--- src/rtl/uart_pkg.sv ---
// Shared UART definitions: receiver state encoding and default link parameters.
// Used by both the receiver and the transmitter.
package uart_pkg;

    localparam int UART_CLKS_PER_BIT_DEF = 10417;
    localparam int UART_DATA_BITS        = 8;

    typedef enum logic [2:0] {
        ST_IDLE   = 3'd0,
        ST_START  = 3'd1,
        ST_DATA   = 3'd2,
        ST_PARITY = 3'd3,
        ST_STOP   = 3'd4
    } rx_state_e;

    // Even-parity bit for a data byte
    function automatic logic even_parity(input logic [UART_DATA_BITS-1:0] value);
        return ^value;
    endfunction

endpackage

--- src/rtl/uart_rx_sync.sv ---
// Two-flop synchronizer for the async rx pin (resets to idle-high),
// plus a falling-edge flag built from the synchronized value and its previous sample.
module uart_rx_sync (
    input  logic clk,
    input  logic rst_n,
    input  logic rx_i,
    output logic rx_s_o,
    output logic fall_o
);

    logic meta_q;
    logic sync_q;
    logic prev_q;

    // Synchronizer chain and one-cycle history for edge detection
    always_ff @(posedge clk) begin
        if (!rst_n) begin
            meta_q <= 1'b1;
            sync_q <= 1'b1;
            prev_q <= 1'b1;
        end else begin
            meta_q <= rx_i;
            sync_q <= meta_q;
            prev_q <= sync_q;
        end
    end

    assign rx_s_o = sync_q;
    assign fall_o = prev_q & ~sync_q;

endmodule

--- src/rtl/uart_rx.sv ---
// UART receiver: 8N1 by default; defining UART_RX_PARITY_EN adds an even-parity bit
// between the data bits and the stop bit and enables the parity_err strobe.
module uart_rx
    import uart_pkg::*;
#(
    parameter int CLKS_PER_BIT = UART_CLKS_PER_BIT_DEF,
    parameter int DATA_BITS    = UART_DATA_BITS
) (
    input  logic                 clk,
    input  logic                 rst_n,
    input  logic                 rx_en,
    input  logic                 rx,
    output logic [DATA_BITS-1:0] data,
    output logic                 done,
    output logic                 busy,
    output logic                 frame_err,
    output logic                 parity_err
);

    localparam int CW = $clog2(CLKS_PER_BIT);
    localparam logic [CW-1:0] FULL_CNT = CW'(CLKS_PER_BIT - 1);
    localparam logic [CW-1:0] HALF_CNT = CW'(CLKS_PER_BIT / 2 - 1);
    localparam logic [CW-1:0] CNT_ONE  = CW'(1);
    localparam logic [2:0]    LAST_IDX = 3'(DATA_BITS - 1);

    logic rx_s;
    logic rx_fall;

    rx_state_e            state_q;
    logic [CW-1:0]        baud_cnt_q;
    logic [2:0]           bit_idx_q;
    logic [DATA_BITS-1:0] shift_q;
    logic [DATA_BITS-1:0] data_q;
    logic                 done_q;
    logic                 busy_q;
    logic                 frame_err_q;
    logic                 par_ok_q;
`ifdef UART_RX_PARITY_EN
    logic                 parity_err_q;
`endif

    uart_rx_sync u_sync (
        .clk    (clk),
        .rst_n  (rst_n),
        .rx_i   (rx),
        .rx_s_o (rx_s),
        .fall_o (rx_fall)
    );

    // Receive FSM with registered strobes; every sample lands at mid-bit
    always_ff @(posedge clk) begin
        if (!rst_n) begin
            state_q      <= ST_IDLE;
            baud_cnt_q   <= '0;
            bit_idx_q    <= 3'd0;
            shift_q      <= '0;
            data_q       <= '0;
            done_q       <= 1'b0;
            busy_q       <= 1'b0;
            frame_err_q  <= 1'b0;
            par_ok_q     <= 1'b1;
`ifdef UART_RX_PARITY_EN
            parity_err_q <= 1'b0;
`endif
        end else begin
            done_q       <= 1'b0;
            frame_err_q  <= 1'b0;
`ifdef UART_RX_PARITY_EN
            parity_err_q <= 1'b0;
`endif
            case (state_q)
                ST_IDLE: begin
                    baud_cnt_q <= '0;
                    bit_idx_q  <= 3'd0;
                    par_ok_q   <= 1'b1;
                    if (rx_en && rx_fall) begin
                        busy_q  <= 1'b1;
                        state_q <= ST_START;
                    end
                end
                ST_START: begin
                    if (baud_cnt_q == HALF_CNT) begin
                        baud_cnt_q <= '0;
                        if (rx_s) begin
                            busy_q  <= 1'b0;
                            state_q <= ST_IDLE;
                        end else begin
                            state_q <= ST_DATA;
                        end
                    end else begin
                        baud_cnt_q <= baud_cnt_q + CNT_ONE;
                    end
                end
                ST_DATA: begin
                    if (baud_cnt_q == FULL_CNT) begin
                        baud_cnt_q         <= '0;
                        shift_q[bit_idx_q] <= rx_s;
                        if (bit_idx_q == LAST_IDX) begin
                            bit_idx_q <= 3'd0;
`ifdef UART_RX_PARITY_EN
                            state_q   <= ST_PARITY;
`else
                            state_q   <= ST_STOP;
`endif
                        end else begin
                            bit_idx_q <= bit_idx_q + 3'd1;
                        end
                    end else begin
                        baud_cnt_q <= baud_cnt_q + CNT_ONE;
                    end
                end
`ifdef UART_RX_PARITY_EN
                ST_PARITY: begin
                    if (baud_cnt_q == FULL_CNT) begin
                        baud_cnt_q <= '0;
                        par_ok_q   <= (rx_s == even_parity(shift_q));
                        state_q    <= ST_STOP;
                    end else begin
                        baud_cnt_q <= baud_cnt_q + CNT_ONE;
                    end
                end
`endif
                ST_STOP: begin
                    if (baud_cnt_q == FULL_CNT) begin
                        baud_cnt_q <= '0;
                        busy_q     <= 1'b0;
                        state_q    <= ST_IDLE;
                        if (!rx_s) begin
                            frame_err_q <= 1'b1;
                        end else if (par_ok_q) begin
                            data_q <= shift_q;
                            done_q <= 1'b1;
                        end else begin
`ifdef UART_RX_PARITY_EN
                            parity_err_q <= 1'b1;
`else
                            done_q <= 1'b0;
`endif
                        end
                    end else begin
                        baud_cnt_q <= baud_cnt_q + CNT_ONE;
                    end
                end
                default: begin
                    busy_q  <= 1'b0;
                    state_q <= ST_IDLE;
                end
            endcase
        end
    end

    assign data      = data_q;
    assign done      = done_q;
    assign busy      = busy_q;
    assign frame_err = frame_err_q;
`ifdef UART_RX_PARITY_EN
    assign parity_err = parity_err_q;
`else
    assign parity_err = 1'b0;
`endif

endmodule

--- config.mk ---
export PLATFORM = sky130hd
export DESIGN_NAME = uart_rx
export DESIGN_NICKNAME = d
export VERILOG_FILES = /design/src/rtl/uart_pkg.sv /design/src/rtl/uart_rx_sync.sv /design/src/rtl/uart_rx.sv
export SDC_FILE = /design/constraint.sdc
export NUM_CORES = 1
export LEC_CHECK = 0
export CORE_MARGIN = 1.5
export CORE_UTILIZATION = 52
export CTS_BUF_LIST = sky130_fd_sc_hd__clkbuf_16
export CTS_CLUSTER_DIAMETER = 150
export CTS_CLUSTER_SIZE = 40
export DETAILED_ROUTE_END_ITERATION = 10
export GPL_TIMING_DRIVEN = 0
export HOLD_SLACK_MARGIN = 0.02
export PLACE_DENSITY = 0.83
export SLEW_MARGIN = 10
export SYNTH_ARGS = -nofsm -noshare
export SYNTH_HDL_FRONTEND = slang
export SYNTH_HIERARCHICAL = 1
export SYNTH_SLANG_ARGS = --single-unit
--- constraint.sdc ---
create_clock -name clk -period 2.38 [get_ports clk]
set_input_delay 0.595 -clock clk [delete_from_list [all_inputs] [get_ports clk]]
set_output_delay 0.595 -clock clk [all_outputs]
set_load 0.02 [all_outputs]
==> qor.yml <==
yosys:
  syn-num-nets: 248
  netlist_instances: 240
  yosysTopAreaCell: "dfxtp_1"
  synth_seq_area_share: 0.4029
  avgSynthCellArea_um2: 8.696
  synthTopCellsByArea: "dfxtp_1 (40%), mux2i_1 (7.7%), nand2_1 (5.6%)"
  synthDistinctLibCells: 47
  synth_edf_count: 0
  ys_ff_latch: 42
  netlist_area_mm2: 0.002087
  ys.flop_type: "dfxtp_1"
  synth.top_cell.area_share: 0.4029
  yosysWarnings: 6
  synthArstFlopShare: 0
global_route:
  grt_usage: 0.2262
  overflow: 0
  antenna_found_initial: 0
  global_route.usage.met1: 0.3075
  grt_pass1_wl_um: 7652
  first_global_vias: 1644
  grtUsageMet3: 0.05451
  grt_busiest_layer: "met2"
  grt_util_met2: 0.3400
  grt_max_degree: 14
final_layout:
  fin_nets: 271
  nFillCells: 305
  drive_above_1_share: 0.09848
  fin_cells: 312
  diodes: 0
  area_delta_synth_final_pct: 21.88
hold_path:
  hp-class: "reg -> reg"
  hold_depth: 1
cts:
  cts_max_level: 2
  insertion_delay_ns: 0.29
  clock_path_buffers: 2
  ctsRootBufferMaster: "clkbuf_16"
  clk_pin_slew_ns: 0.06
  cts_sinks: 42
  cts_inserted_buffers: 5
  cts.hold.buffers_added: 0
  cts_tree: "done"
routing:
  drtAntennaViolNets: 0
  vias_per_cell: 5.929
  dr.pass1.iters: 6
  wire_per_inst_um: 14.88
  dr_total_vias: 1850
  drc: 0
  first_iter_violations: 165
  wl_um: 4644
critical_path:
  path_buf_inv: 1
  critPathKind: "reg -> reg"
  cp_slowest_stage_delay_ns: 0.56
  worstPathRequired_ns: 2.55
  cp_max_fo: 10
  cp-start-kind: "flip-flop"
  critPathCaptureType: "flip-flop"
  crit_chain: "or4b_4 -> or4_4 -> buf_6 -> a21oi_4 -> nor4_1 -> nor4bb_1"
  arrival_ns: 2.47
  r2r_cells: 6
  slowest_stage: "or4b_4"
  worst-path-stages: 6
  cp_top_family: "simple AND/OR/NAND/NOR gates"
placed_design:
  dp_hpwl_um: 2997
  routabilityCongestion: 0.8797
  place_inst: 302
  io_buffers: 14
die:
  rows: 22
  io_pins: 16
  initial_core_util: 0.5575
  die_width_um: 66.35
  dieHeight_um: 66.35
  die_area_mm2: 0.004402
  core_area_mm2: 0.003744
power:
  power.leakage_uw: 0.0009025
  power_density_mw_per_mm2: 583.7
  peakVddDrop_mv: 0.4005
timing:
  relSlewSlack: 0.4969
  slew_violations: 0
  final-setup-viol-count: 0
  period_share: 0.9667
  tightestPinTransition_ns: 0.7547
  tns_ns: 0
  fmax_mhz: 434.6
  hold_viol_final: 0
  period_needed_ns: 2.301
  clock_skew_ns: 0.003601
status:
  status: "completed"
flow_run:
  max-cap-violations: 0
==> area by class of cell <==
type | instances | area (µm²) | area share
clock buffers | 5 | 125.1 | 0.04919
repair buffers | 16 | 167.7 | 0.06591
plain buffers | 9 | 45.04 | 0.01771
inverters | 7 | 26.28 | 0.01033
multi-input cells | 182 | 1256 | 0.4938
well taps | 48 | 60.06 | 0.02361
clock inverters | 3 | 16.27 | 0.006394
flip-flops and latches | 42 | 847.1 | 0.3330
==> sequential cells by signal (all words and copies together) (netlist names) <==
signal,flops
done,1
busy,1
u_sync/prev_q,1
frame_err,1
u_sync/meta_q,1
shift_q,8
bit_idx_q,3
data,8
state_q,3
baud_cnt_q,14
u_sync/rx_s_o,1
==> path summary, 6_finish.rpt <==
check | endpoint | startpoint | slack, ns
setup / recovery | state_q[0] | baud_cnt_q[3] | 0.08
hold / removal | u_sync/rx_s_o | u_sync/meta_q | 0.41
setup reg to reg | state_q[0] | baud_cnt_q[3] | 0.08
hold reg to reg | u_sync/rx_s_o | u_sync/meta_q | 0.41
==> metrics by stage <==
step           utilization  instance area [µm²]  hold slack [ns]  setup WS (ns)  total power [µW]
2_1_floorplan            -                 2102           0.3863      0.0001406             795.9
3_3_place_gp        0.6150                 2302           0.3908        -0.1788             820.5
3_5_place_dp        0.6150                 2302           0.3972        -0.2254             822.8
4_1_cts             0.6725                 2517           0.4116       0.004369              1481
5_1_grt             0.6795                 2544           0.4498       -0.02124              1526
6_report            0.6795                 2544           0.4128        0.07925              1485
==> report_power, final <==
part	total [µW]	internal [µW]	switching, µW
Clock	659	383	276
Sequential	716	709	7.34
Combinational	110	39.0	70.8
Total	1480	1130	354
==> cells in the final DEF (no fill, tap or decap), types with 2 or more instances in the layout <==
master	instances
a21boi_0	3
a21oi_1	6
a32oi_1	2
and2_0	2
and3_1	4
buf_4	2
clkbuf_1	7
clkbuf_16	5
clkdlybuf4s50_1	14
dfxtp_1	39
dfxtp_2	2
ha_1	4
inv_1	7
mux2i_1	16
nand2_1	31
nand2b_1	7
nand3_1	11
nand4b_1	2
nor2_1	21
nor2b_1	12
nor3_1	3
nor3b_1	4
nor4_1	3
nor4_4	2
nor4bb_1	2
o2111a_1	2
o211ai_4	2
o21ai_0	5
o22ai_1	6
or3_1	3
xnor2_1	4
xor2_1	5
==> synthesized netlist by cell type (all sizes together), types with 5 or more instances <==
library cell	count
a21oi	7
clkbuf	8
dfxtp	42
inv	7
mux2i	16
nand2	31
nand2b	7
nand3	11
nor2	21
nor2b	12
nor4	5
o21ai	6
o22ai	6
xor2	5
==> repair_timing <==
action | in CTS | in global routing
buffers inserted | 1 | 1
gates resized for setup | 8 | 8
cloned | 1 | 0
setup endpoints to repair | 28 | 18
pin swaps | 2 | 2
==> metal layers <==
metal / up-vias / wire, µm
met5: - / 0
li1: 894 / -
met1: 847 / 2112
met4: 0 / 97
met2: 96 / 2104
met3: 13 / 329
==> kinds of logic (layout without fill, tap and decap cells) <==
kind of cell	count (synthesis)	count (layout)	share of synthesized area
other	1	1	0.001797
AND/OR/NAND/NOR	116	116	0.3064
AO/OA/AOI/OAI	33	34	0.1079
adder cells (fa/ha/maj)	6	6	0.03357
buffers and inverters	17	40	0.03298
flip-flops	42	42	0.4029
multiplexers	16	16	0.07674
XOR/XNOR	9	9	0.03777
Note: power is estimated with default switching activity, not from simulation.
